**config.mk**
```make
export PLATFORM = sky130hd
export DESIGN_NAME = mem_arbiter
export DESIGN_NICKNAME = d
export VERILOG_FILES = /design/src/rtl/mem_arbiter.sv
export SDC_FILE = /design/constraint.sdc
export NUM_CORES = 1
export LEC_CHECK = 0
export ABC_AREA = 1
export ABC_CLOCK_PERIOD_IN_PS = 1900
export CORE_AREA = 5 5 104 106
export CTS_BUF_LIST = sky130_fd_sc_hd__clkbuf_4
export CTS_CLUSTER_SIZE = 25
export DETAILED_ROUTE_END_ITERATION = 8
export DIE_AREA = 0 0 109 111
export GPL_ROUTABILITY_DRIVEN = 0
export SYNTH_ARGS = -nofsm -noshare
export SYNTH_HDL_FRONTEND = slang
export SYNTH_SLANG_ARGS = --single-unit
```
**constraint.sdc**
```tcl
create_clock -name clk -period 1.9 [get_ports clk]
set_input_delay 0.38 -clock clk [delete_from_list [all_inputs] [get_ports clk]]
set_output_delay 0.38 -clock clk [all_outputs]
set_load 0.005 [all_outputs]
```
**src/rtl/mem_arbiter.sv**
```systemverilog
`default_nettype none
// +----------------------------------------------------------------------------+
// | mem_arbiter: IF/LS arbiter and sequencer for a single-port fixed-latency   |
// | memory. Define ARB_ROUND_ROBIN_EN for round-robin ties (else LS priority). |
// | Rev 1.0                                                                     |
// +----------------------------------------------------------------------------+
module mem_arbiter #(
  parameter int WORD_SIZE   = 32,
  parameter int MEM_LATENCY = 1
) (
  input  logic                   clk,
  input  logic                   rst_n,
  input  logic                   if_req_i,
  input  logic [WORD_SIZE-1:0]   if_addr_i,
  output logic                   if_gnt_o,
  output logic                   if_rvalid_o,
  output logic [WORD_SIZE-1:0]   if_rdata_o,
  input  logic                   ls_req_i,
  input  logic                   ls_we_i,
  input  logic [WORD_SIZE/8-1:0] ls_be_i,
  input  logic [WORD_SIZE-1:0]   ls_addr_i,
  input  logic [WORD_SIZE-1:0]   ls_wdata_i,
  output logic                   ls_gnt_o,
  output logic                   ls_rvalid_o,
  output logic [WORD_SIZE-1:0]   ls_rdata_o,
  output logic                   mem_en_o,
  output logic                   mem_we_o,
  output logic [WORD_SIZE/8-1:0] mem_be_o,
  output logic [WORD_SIZE-1:0]   mem_addr_o,
  output logic [WORD_SIZE-1:0]   mem_wdata_o,
  input  logic [WORD_SIZE-1:0]   mem_rdata_i
);

  localparam logic [1:0] c_CNT_LOAD = 2'(MEM_LATENCY - 1);

  typedef enum logic [0:0] {
    ST_IDLE = 1'b0,
    ST_BUSY = 1'b1
  } state_t;

  state_t     r_state;
  logic [1:0] r_cnt;
  logic       r_owner_ls;
  logic       r_owner_we;

  logic w_resp;
  logic w_can_grant;
  logic w_ls_wins_tie;
  logic w_ls_gnt;
  logic w_if_gnt;

  assign w_resp = (r_state == ST_BUSY) && (r_cnt == 2'd0);
  // Grants are masked while reset is held so no output can rise during reset.
  assign w_can_grant = rst_n && ((r_state == ST_IDLE) || w_resp);

  assign w_ls_gnt = w_can_grant && ls_req_i && (!if_req_i || w_ls_wins_tie);
  assign w_if_gnt = w_can_grant && if_req_i && !w_ls_gnt;

`ifdef ARB_ROUND_ROBIN_EN
  logic r_last_ls;

  // Last winner starts as IF so the first tie after reset goes to LS.
  assign w_ls_wins_tie = !r_last_ls;

  always_ff @(posedge clk or negedge rst_n) begin
    if (!rst_n) begin
      r_last_ls <= 1'b0;
    end else if (w_ls_gnt || w_if_gnt) begin
      r_last_ls <= w_ls_gnt;
    end
  end
`else
  assign w_ls_wins_tie = 1'b1;
`endif

  always_ff @(posedge clk or negedge rst_n) begin
    if (!rst_n) begin
      r_state    <= ST_IDLE;
      r_cnt      <= 2'd0;
      r_owner_ls <= 1'b0;
      r_owner_we <= 1'b0;
    end else begin
      if (w_if_gnt || w_ls_gnt) begin
        r_state    <= ST_BUSY;
        r_cnt      <= c_CNT_LOAD;
        r_owner_ls <= w_ls_gnt;
        r_owner_we <= w_ls_gnt && ls_we_i;
      end else if (w_resp) begin
        r_state    <= ST_IDLE;
        r_owner_ls <= 1'b0;
        r_owner_we <= 1'b0;
      end else if (r_state == ST_BUSY) begin
        r_cnt <= r_cnt - 2'd1;
      end
    end
  end

  always_comb begin
    if_gnt_o    = w_if_gnt;
    ls_gnt_o    = w_ls_gnt;
    mem_en_o    = w_if_gnt || w_ls_gnt;
    mem_we_o    = 1'b0;
    mem_be_o    = '0;
    mem_addr_o  = '0;
    mem_wdata_o = '0;
    if (w_ls_gnt) begin
      mem_we_o    = ls_we_i;
      mem_be_o    = ls_be_i;
      mem_addr_o  = ls_addr_i;
      mem_wdata_o = ls_wdata_i;
    end else if (w_if_gnt) begin
      mem_be_o   = '1;
      mem_addr_o = if_addr_i;
    end

    if_rvalid_o = w_resp && !r_owner_ls;
    ls_rvalid_o = w_resp && r_owner_ls;
    if_rdata_o  = '0;
    ls_rdata_o  = '0;
    if (w_resp && !r_owner_ls) begin
      if_rdata_o = mem_rdata_i;
    end
    // A completed store reports zero data.
    if (w_resp && r_owner_ls && !r_owner_we) begin
      ls_rdata_o = mem_rdata_i;
    end
  end

endmodule
`default_nettype wire

```
# [Yosys cells after proc, flatten, opt, wreduce, memory -nomap -nowiden]
# Index checks and enable logic that the tools add are counted.
[totals] input_bits=137 register_bits=5 out_inout_bits=138
[classes] muxes=15 n_addsub=1 eq_ne=1 n_reduce_logical=18 bitwise_logic=1
[ops] cell="32-bit 2-to-1 mux" n=5
[ops] cell="1-bit logical AND" n=9
[ops] cell="4-bit 2-to-1 mux" n=2
[ops] cell="2-bit 2-to-1 mux" n=3
[ops] cell="1-bit 2-to-1 mux" n=5
[ops] cell="2-bit nonzero test" n=2
[ops] cell="1-bit zero test" n=3
[ops] cell="2-bit zero test" n=1
[ops] cell="1-bit logical OR" n=2
[ops] cell="2-bit != test (second input constant)" n=1
[ops] cell="2-bit AND reduction" n=1
[ops] cell="2-bit by 1-bit subtractor with 2-bit output (second input constant)" n=1
[ops] cell="1-bit NOT" n=1

# [Logic depth before layout (Yosys ltp)]
# Gate-level depths: netlist of run 1.
[depth] ltp_word=10 depth_mapped=10

# [Worst setup path before layout of run 1]
# Ideal clock, no wire load.
[synth_path] path_kind="reg-to-output" startpoint="register r_cnt[0]" endpoint="output mem_addr_o[22]" arrival_ns=1.291 setup_slack_ns=0.229 path_stages_with_launch=10 path_buffers=1 cell_sequence="dfrtp_1 inv_1 ha_1 inv_2 nand2_4 nand4_4 inv_1 buf_6 nand2_1 nand2_1"
[synth_via] elab_chain_len=9 word_cells_on_any_way=10
[synth_lines] item="start: declaration" line="42" source="logic [1:0] r_cnt;"
[synth_lines] item="start signal: assignment" line="85" source="r_cnt <= c_CNT_LOAD;"
[synth_lines] item="start signal: assignment" line="93" source="r_cnt <= r_cnt - 2'd1;"
[synth_lines] item="2-bit zero test (*)" line="52" source="assign w_resp = (r_state == ST_BUSY) && (r_cnt == 2'd0);"
[synth_lines] item="1-bit logical AND (*)" line="52"
[synth_lines] item="1-bit logical OR (*)" line="54" source="assign w_can_grant = rst_n && ((r_state == ST_IDLE) || w_resp);"
[synth_lines] item="1-bit logical AND (*)" line="54"
[synth_lines] item="1-bit logical AND" line="56" source="assign w_ls_gnt = w_can_grant && ls_req_i && (!if_req_i || w_ls_wins_tie);"
[synth_lines] item="1-bit zero test" line="57" source="assign w_if_gnt = w_can_grant && if_req_i && !w_ls_gnt;"
[synth_lines] item="1-bit logical AND (*)" line="57"
[synth_lines] item="net if_gnt_o" line="15" source="output logic if_gnt_o,"
[synth_lines] item="32-bit 2-to-1 mux (*)" line="111" source="end else if (w_if_gnt) begin"
[synth_lines] item="32-bit 2-to-1 mux (*)" line="106" source="if (w_ls_gnt) begin"
[synth_lines] item="end: declaration" line="29" source="output logic [WORD_SIZE-1:0] mem_addr_o,"
# Mark *: on every way through the listed nets, which the timed path passes. The rest lies on a longest branch.

# [Worst setup path in the final report of run 1]
[layout_path] startpoint="input rst_n" endpoint="output mem_addr_o[1]"
[layout_via] elab_chain_len=6 word_cells_on_any_way=7
[layout_lines] item="start: declaration" line="12" source="input logic rst_n,"
[layout_lines] item="1-bit logical AND (*)" line="54"
[layout_lines] item="1-bit logical AND" line="56"
[layout_lines] item="1-bit zero test" line="57"
[layout_lines] item="1-bit logical AND" line="57"
[layout_lines] item="32-bit 2-to-1 mux" line="111"
[layout_lines] item="32-bit 2-to-1 mux (*)" line="106"
# Every way passes the cells marked *; elsewhere a longest branch is shown, timed or not.

==> results of run 1 <==
cells by family after synthesis:
group	Yosys count	share of synthesized area, %
AOI/OAI and AO/OA	3	1.23
DFF	5	8.79
adders and majority gates	1	0.879
buffers and inverters	90	27.8
and+or+nand+nor	219	61.3
worst reg2reg max path: cells and delay by family (launching register included):
| family | cells | cell delay (ns) |
|---|---|---|
| AO/OA/AOI/OAI | 1 | 0.03 |
| AND/OR/NAND/NOR | 3 | 0.22 |
| flip-flops | 1 | 0.39 |
| buffers and inverters | 7 | 0.78 |
| adder cells (fa/ha/maj) | 1 | 0.16 |
cells in the mapped netlist (all sizes together):
cell type	instances	area share, %
nor3	1	0.35
nand4	1	1.5
o211ai	1	0.53
nor2	99	26
nand3	4	2.3
nand2	113	30
dfrtp	5	8.8
inv	74	20
a21oi	2	0.70
buf	16	8.3
ha	1	0.88
or2	1	0.44
layer usage:
metal	vias to the layer above	wire, um	GRT usage [%]
li1	1609	-	-
met1	1490	3920	15.6
met2	184	6990	31.4
met3	22	1230	5.59
met4	0	319	4.71
met5	-	0	0
sequential cells by signal, summed over array words and instances (netlist names):
name and cells:
r_owner_ls 1, r_state 1, r_cnt 2, r_owner_we 1
area by class of cell:
| class | instances | area (um2) |
|---|---|---|
| Sequential cell | 5 | 125 |
| Timing Repair Buffer | 372 | 3540 |
| Multi-Input combinational cell | 223 | 1540 |
| Clock buffer | 4 | 30.0 |
| Tap cell | 133 | 166 |
| Inverter | 74 | 295 |
| Fill cell | 864 | 3980 |
path summary, 6_finish.rpt:
kind                                  to  slack (ns)  depth (start not counted)
setup / recovery           mem_addr_o[1]       -0.41                         12
hold / removal                r_owner_we        0.49                          2
setup reg to reg                r_cnt[1]        0.19                         12
hold reg to reg               r_owner_we        0.49                          2
max in group asynchronous     r_owner_we        1.20                          3
min in group asynchronous        r_state        0.58                          3
stage by stage:
| step | cell area, um2 | util [%] | TNS, ns |
|---|---|---|---|
| finish | 5700 | 58.9 | -23.47 |
| global route | 5700 | 58.9 | -33.96 |
| CTS | 4860 | 50.1 | -41.16 |
| detailed placement | 4390 | 45.3 | -46.75 |
| global placement | 4390 | 45.3 | -45.07 |
| floorplan | 1420 | - | 0 |
cell usage in the layout, fill, tap and decap left out, types with 2 or more instances in the layout:
cell and count:
nor2_2 31, buf_6 62, a21oi_1 2, nand2_2 33
inv_1 67, nand2_1 64, clkbuf_4 4, nor2_4 48
clkdlybuf4s50_1 136, dfrtp_1 5, buf_16 5, nor2_1 20
inv_2 3, buf_12 16, buf_4 29, inv_4 2
clkbuf_16 7, clkbuf_2 16, nand2_4 16, buf_8 4
nand3_1 3, buf_2 96
power by group:
group          internal (mW)  switching, mW  total [mW]
sequential             0.112        0.00607       0.118
clock                 0.0938         0.0461       0.140
combinational          0.705          0.454        1.16
total                  0.911          0.506        1.42
what timing repair did:
action                                  4_1_cts  5_1_grt
buffers inserted                             25       44
gates cloned                                  7        8
endpoints found under the setup margin      138      138
resized for setup                           319      449
pin swaps                                    19       16
==> reports/results.ini, run 1 <==
[finish]
finalNonFillerCells=811
syn_to_final_growth_pct=301
final_nets=817
drive_gt1_share_pct=55.8
diodes=0

[outcome]
violations=negative setup slack
status=finished, violations left

[cts]
cts-root-buf=clkbuf_4
postCtsHoldBufs=0
clk_pin_slew_ns=0.04
cts_tree=built
clock_sinks=5
cts_buffer_depth=2
cts_buffers=3
cts_htree_levels=1
insertion_delay_ns=0.24

[die]
start_util_pct=14.7
pin_count=275
core_um2=9680
fp.dieArea_um2=12100
rows=36
die_h_um=111
die_width_um=109

[placed_design]
pre_cts_ws_ns=-0.561
place_hpwl_um=8430
placed_cells=725
port-buffer-count=274

[routing]
drt_pass1_iterations=4
wirelength_um=12500
avgRoutedWirePerCell_um=15.4
vias=3305
viasPerCell=4.08
ant_nets=0
drtIter0Drc=95
drc=0

[critical_path]
crit_family=buffers and inverters
worstSetupStartpoint=rst_n
r2r-start=r_cnt[0]
start_kind=primary input
slowest_delay_ns=0.41
critPathMaxFanout=7
critPathRequiredTime_ns=1.52
cp.arrival_ns=1.93
path_cells=clkdlybuf4s50_1, buf_4, nand3_4, buf_6, inv_8, buf_12, buf_12, buf_16, buf_4, nand2_2, nand2_1, buf_2
setup.worst_path.class=primary input to output port
cp_slowest_cell=clkdlybuf4s50_1
cp-end-kind=output port
path_buf_inv=9

[yosys]
seq_area_frac_synth_pct=8.79
synth.avg_cell_area_um2=4.48
synth_cell_types=18
yosysWarnings=0
ys_seq_elements=5
syn_nets=456
netlist_area_um2=1420
synthCells=318

[sta]
whs_ns=0.494
fmax_mhz=433
rsz0062_at_grt=yes
fin_crit_ns=2.31
layout_setup_ws_ns=-0.409
worst_slew_pin_slew_ns=0.330
setup_violations=128
hold_violations=0
max_slew_margin_pct=77.9
finClkSkew_ns=0.000871
fin_crit_sh_pct=122
report.final.slew_viol_count=0

[power_and_ir_drop]
power.density_nw_per_um2=248
ir_worst_vdd_uv=130
leakage_nw=3.10
total_power_mw=1.42

[grt]
grt_max_degree=33
grt_pass1_vias=3087
grt_pass1_wl_um=15600
grt_usage_pct=16.2
antenna_found_initial=0
grt-ovfl-total=0

[job]
max-cap-violations=0

[hold_path]
hp-class=flop to flop
min_from=r_owner_we

(Power assumes the default switching activity.)
==> inputs of run 2 (changes only) <==
- CELL_PAD_IN_SITES_DETAIL_PLACEMENT: not set -> 0
- CELL_PAD_IN_SITES_GLOBAL_PLACEMENT: not set -> 1
- CORE_AREA: 5 5 104 106 -> not set
- CORE_MARGIN: not set -> 5
- CORE_UTILIZATION: not set -> 10
- CTS_CLUSTER_DIAMETER: not set -> 100
- DIE_AREA: 0 0 109 111 -> not set
- PLACE_DENSITY_LB_ADDON: not set -> 0.1
==> reports/results.ini, run 2 (synthesis results as in run 1) <==
[job]
max-cap-violations=0  ; unchanged

[die]
rows=43  ; was 36
pin_count=275  ; unchanged
core_um2=13900  ; was 9680 um2
fp.dieArea_um2=16700  ; was 12100 um2
die_h_um=129  ; was 111 um
start_util_pct=10.2  ; was 14.7%
die_width_um=129  ; was 109 um

[critical_path]
reg2reg_depth=13  ; was 12
worstSetupStartpoint=r_cnt[0]  ; was rst_n
start_kind=flop  ; was primary input
critPathRequiredTime_ns=1.52  ; about the same
cp-end-kind=output port  ; unchanged
reg2reg_to=r_owner_we  ; was r_cnt[1]
crit_end=if_rdata_o[30]  ; was mem_addr_o[1]
setup.worst_path.class=flop to output port  ; was primary input to output port
cp.arrival_ns=1.80  ; was 1.93 ns
rrSetupSlack_ns=0.27  ; was 0.19 ns
r2r-start=r_cnt[0]  ; unchanged
critPathMaxFanout=8  ; was 7

[routing]
avgRoutedWirePerCell_um=14.1  ; was 15.4 um
wirelength_um=11800  ; was 12500 um
drt_pass1_iterations=4  ; unchanged
viasPerCell=3.79  ; was 4.08
drtIter0Drc=41  ; was 95
vias=3171  ; was 3305
drc=0  ; unchanged
ant_nets=0  ; unchanged

[sta]
rsz0062_at_grt=yes  ; unchanged
worst_slew_pin_slew_ns=0.288  ; was 0.330 ns
finClkSkew_ns=0.000904  ; was 0.000871 ns
fin_crit_ns=2.18  ; was 2.31 ns
fmax_mhz=459  ; was 433 MHz
setup_tns_ns=-16.51  ; was -23.47 ns
setup_violations=127  ; was 128
report.final.slew_viol_count=0  ; unchanged
layout_setup_ws_ns=-0.280  ; was -0.409 ns
fin_crit_sh_pct=115  ; was 122%
max_slew_margin_pct=80.7  ; was 77.9%
hold_violations=0  ; unchanged

[finish]
drive_gt1_share_pct=57.1  ; was 55.8%
fillers=1489  ; was 864
top_register=r_cnt  ; unchanged
regArea_um2=125  ; unchanged
final_cell_mix=134 x clkdlybuf4s50_1, 117 x buf_2, 67 x inv_1  ; was 136 x clkdlybuf4s50_1, 96 x buf_2, 67 x inv_1
largest_reg_flops=2  ; unchanged
final_nets=796  ; was 817
multi_input_area_um2=1580  ; was 1540 um2
diodes=0  ; unchanged
fin_area_um2=5500  ; was 5700 um2
final_common_cell=clkdlybuf4s50_1  ; unchanged
utilization_pct=39.5  ; was 58.9%
syn_to_final_growth_pct=286  ; was 301%

[grt]
grt-ovfl-total=0  ; unchanged
antenna_found_initial=1  ; was 0
grt_max_degree=15  ; was 33
grt_pass1_wl_um=16900  ; was 15600 um
grt_pass1_vias=3245  ; was 3087
grt_usage_pct=12.7  ; was 16.2%

[cts]
insertion_delay_ns=0.24  ; about the same
cts-root-buf=clkbuf_4  ; unchanged
postCtsHoldBufs=0  ; unchanged
clk_pin_slew_ns=0.05  ; was 0.04 ns
cts_tree=built  ; unchanged
cts_buffers=3  ; unchanged
cts_htree_levels=1  ; unchanged
clock_sinks=5  ; unchanged
cts_buffer_depth=2  ; unchanged

[placed_design]
place_area_um2=4460  ; was 4390 um2
place_hpwl_um=8600  ; was 8430 um
port-buffer-count=274  ; unchanged

[power_and_ir_drop]
total_power_mw=1.35  ; was 1.42 mW
power.density_nw_per_um2=245  ; was 248 nW/um2
ir_worst_vdd_uv=112  ; was 130 uV
leakage_nw=2.95  ; was 3.10 nW

[outcome]
violations=negative setup slack  ; unchanged
status=finished, violations left  ; unchanged

[hold_path]
hp-class=primary input to async pin  ; was flop to flop

==> run 2: per-layer routing <==
metal / vias to the layer above / GRT usage [%] / wire, um / part of all wire [%]
met5: - / 0 / 7 / 0.059
met4: 2 / 1.36 / 36 / 0.30
met3: 4 / 4.95 / 1530 / 13
met2: 172 / 25.9 / 6590 / 56
met1: 1431 / 12.1 / 3670 / 31
li1: 1562 / - / - / -
==> run 2: worst min-delay path by stage <==
stage	startpoint	end	slack (ns)	cells past startpoint
detailed placement	r_owner_we	r_owner_we	0.50	2
global route	rst_n	r_owner_we	0.38	2
floorplan	rst_n	r_cnt[0]	0.08	0
CTS	rst_n	r_cnt[1]	0.35	2
global placement	r_owner_we	r_owner_we	0.49	2
finish	rst_n	r_cnt[1]	0.35	2
==> run 2: worst max-delay path, cell delays in order (launching register included) <==
cell,delay (ns)
dfrtp_1,0.38
inv_2,0.08
ha_4,0.15
buf_4,0.11
nand2_4,0.06
nor2_4,0.12
inv_4,0.06
buf_6,0.13
buf_16,0.15
buf_4,0.14
nor2_4,0.07
buf_2,0.11
==> run 2: stage by stage <==
stage / hold slack (ns) / worst slack [ns] / std cells
final: 0.348 / -0.280 / 837
after global routing: 0.379 / -0.379 / 837
after global placement: 0.494 / -0.605 / 774
after CTS: 0.347 / -0.344 / 832
after detailed placement: 0.503 / -0.632 / 774
after floorplan: 0.0844 / 0.229 / 318
==> run 2: power by group <==
group / switching (mW) / internal [mW]
sequential: 0.00571 / 0.112
combinational: 0.436 / 0.653
clock: 0.0451 / 0.0937
total: 0.487 / 0.858
==> run 2: repair_timing <==
action / 4_1_cts / 5_1_grt
endpoints found under the setup margin: 138 / 138
gates resized for setup: 652 / 201
pin swaps: 6 / 15
cloned: 12 / 2
buffers inserted: 43 / 11
==> run 2: cell type report <==
cell class,instances,area share [%]
Inverter,74,5.23
Sequential cell,5,2.27
Clock buffer,4,0.546
Multi-Input combinational cell,223,28.7
Timing Repair Buffer,351,59.2
Tap cell,180,4.09
==> inputs of run 3 (changes only) <==
- CORE_ASPECT_RATIO: not set -> 1.1
- REMOVE_ABC_BUFFERS: not set -> 1
==> reports/results.ini, run 3 (synthesis results as in run 1) <==
[outcome]
status=finished, violations left  ; unchanged
violations=negative setup slack  ; unchanged

[die]
pin_count=275  ; unchanged
die_h_um=135  ; was 129 um
start_util_pct=10.2  ; about the same
fp.dieArea_um2=16700  ; about the same
rows=45  ; was 43
die_width_um=124  ; was 129 um
core_um2=13900  ; about the same

[finish]
final_cell_mix=134 x clkdlybuf4s50_1, 125 x buf_2, 67 x inv_1  ; was 134 x clkdlybuf4s50_1, 117 x buf_2, 67 x inv_1
syn_to_final_growth_pct=263  ; was 286%
drive_gt1_share_pct=54.4  ; was 57.1%
top_register=r_cnt  ; unchanged
diodes=0  ; unchanged
finalNonFillerCells=831  ; was 837
largest_reg_flops=2  ; unchanged
final_common_cell=clkdlybuf4s50_1  ; unchanged
final_nets=782  ; was 796

[critical_path]
setup.worst_path.class=flop to output port  ; unchanged
critPathRequiredTime_ns=1.52  ; about the same
critPathMaxFanout=5  ; was 8
cp-end-kind=output port  ; unchanged
path_buf_inv=8  ; was 7
cp_slowest_cell=dfrtp_1  ; unchanged
crit_family=buffers and inverters  ; unchanged
start_kind=flop  ; unchanged
cp.arrival_ns=1.76  ; was 1.80 ns
path_cells=inv_2, ha_4, inv_4, nand2_4, nand3_4, buf_6, inv_8, buf_12, buf_12, buf_8, nand2_1, nand2_1, buf_2  ; was inv_2, ha_4, buf_4, nand2_4, nor2_4, inv_4, buf_6, buf_16, buf_4, nor2_4, buf_2
slowest_delay_ns=0.38  ; about the same

[power_and_ir_drop]
leakage_nw=2.88  ; was 2.95 nW
power.density_nw_per_um2=245  ; about the same
ir_worst_vdd_uv=71.9  ; was 112 uV

[routing]
avgRoutedWirePerCell_um=14.6  ; was 14.1 um
drt_pass1_iterations=4  ; unchanged
ant_nets=0  ; unchanged
drtIter0Drc=40  ; was 41
drc=0  ; unchanged
vias=3044  ; was 3171
viasPerCell=3.66  ; was 3.79
wirelength_um=12100  ; was 11800 um

[grt]
grt_max_degree=17  ; was 15
grt-ovfl-total=0  ; unchanged
grt_pass1_wl_um=16800  ; was 16900 um
antenna_found_initial=1  ; unchanged
grt_pass1_vias=3079  ; was 3245
grt_usage_pct=12.9  ; was 12.7%

[cts]
clk_pin_slew_ns=0.04  ; was 0.05 ns
cts_buffers=3  ; unchanged
cts_buffer_depth=2  ; unchanged
cts_tree=built  ; unchanged
insertion_delay_ns=0.24  ; about the same
cts-root-buf=clkbuf_4  ; unchanged
clock_sinks=5  ; unchanged
cts_htree_levels=1  ; unchanged

[sta]
worst_slew_pin_slew_ns=0.288  ; about the same
setup_violations=137  ; was 127
max_slew_margin_pct=80.7  ; about the same
fmax_mhz=467  ; was 459 MHz
fin_crit_ns=2.14  ; was 2.18 ns
fin_crit_sh_pct=113  ; was 115%
hold_violations=0  ; unchanged
report.final.slew_viol_count=0  ; unchanged
rsz0062_at_grt=yes  ; unchanged
layout_setup_ws_ns=-0.241  ; was -0.280 ns
finClkSkew_ns=0.000718  ; was 0.000904 ns

[placed_design]
placed_cells=783  ; was 774
port-buffer-count=274  ; unchanged
place_hpwl_um=8900  ; was 8600 um
pre_cts_ws_ns=-0.574  ; was -0.632 ns

[job]
max-cap-violations=0  ; unchanged

[hold_path]
hp-class=primary input to async pin  ; unchanged

## run 3: changes by cell type in the layout (fill, tap and decap cells not counted), moves of 2 or more
| cell | before | now |
|---|---|---|
| inv_4 | 4 | 2 |
| nor2_1 | 7 | 20 |
| buf_12 | 13 | 11 |
| nor2_4 | 51 | 17 |
| nand2_1 | 60 | 58 |
| buf_6 | 38 | 21 |
| buf_2 | 117 | 125 |
| buf_4 | 27 | 25 |
| nor2_2 | 41 | 62 |
| buf_16 | 8 | 13 |
| buf_8 | 10 | 4 |
## run 3: through the flow
step	TNS (ns)	hold slack, ns	cell area [um2]	total power, mW	util, %
final	-16.90	0.341	5170	1.27	37.2
after global routing	-30.57	0.357	5170	1.37	37.2
after global placement	-46.18	0.494	4490	0.957	32.3
after floorplan	-2.52	0.0844	1310	0.299	-
after CTS	-16.56	0.330	4740	1.19	34.1
after detailed placement	-47.61	0.496	4490	0.952	32.3
## run 3: final cells by class
type                            count  area (um2)
Clock buffer                        4        30.0
Multi-Input combinational cell    223        1380
Inverter                           74         295
Timing Repair Buffer              337        3100
Tap cell                          188         235
Sequential cell                     5         125
Fill cell                        1562        8730
## run 3: path summary, 6_finish.rpt
kind                            start        endpoint  slack, ns  depth (start not counted)
hold reg to reg            r_owner_we      r_owner_we       0.49                          2
min in group clk           r_owner_we      r_owner_we       0.49                          2
hold / removal                  rst_n      r_owner_ls       0.34                          2
setup / recovery             r_cnt[1]  mem_addr_o[22]      -0.24                         13
setup reg to reg             r_cnt[0]        r_cnt[0]       0.40                         10
max in group asynchronous       rst_n        r_cnt[1]       1.44                          2
## run 3: what timing repair did
item	4_1_cts	5_1_grt
endpoints found under the setup margin	138	138
cloned	14	1
hold buffers	0	0
pin swaps	25	18
gates resized for setup	664	115
buffers inserted	20	10
## run 3: per-layer routing
metal  GRT usage [%]  up-vias  part of all wire [%]
met5               0        -                  0.11
met1            11.9     1311                    30
met2            25.4      186                    54
met3            6.27        8                    15
li1                -     1537                     -
met4            2.03        2                  0.76
## run 3: worst reg2reg max path, delay by kind of cell (launching register included)
family	cells	cell delay (ns)
flops	1	0.35
buf+inv	5	0.61
fa+ha+maj	1	0.16
simple gates	4	0.30
## run 3: power breakdown
part,total [mW],internal (mW),switching (mW)
Combinational,1.02,0.616,0.399
Clock,0.136,0.0935,0.0421
Sequential,0.117,0.112,0.00556
Total,1.27,0.821,0.447
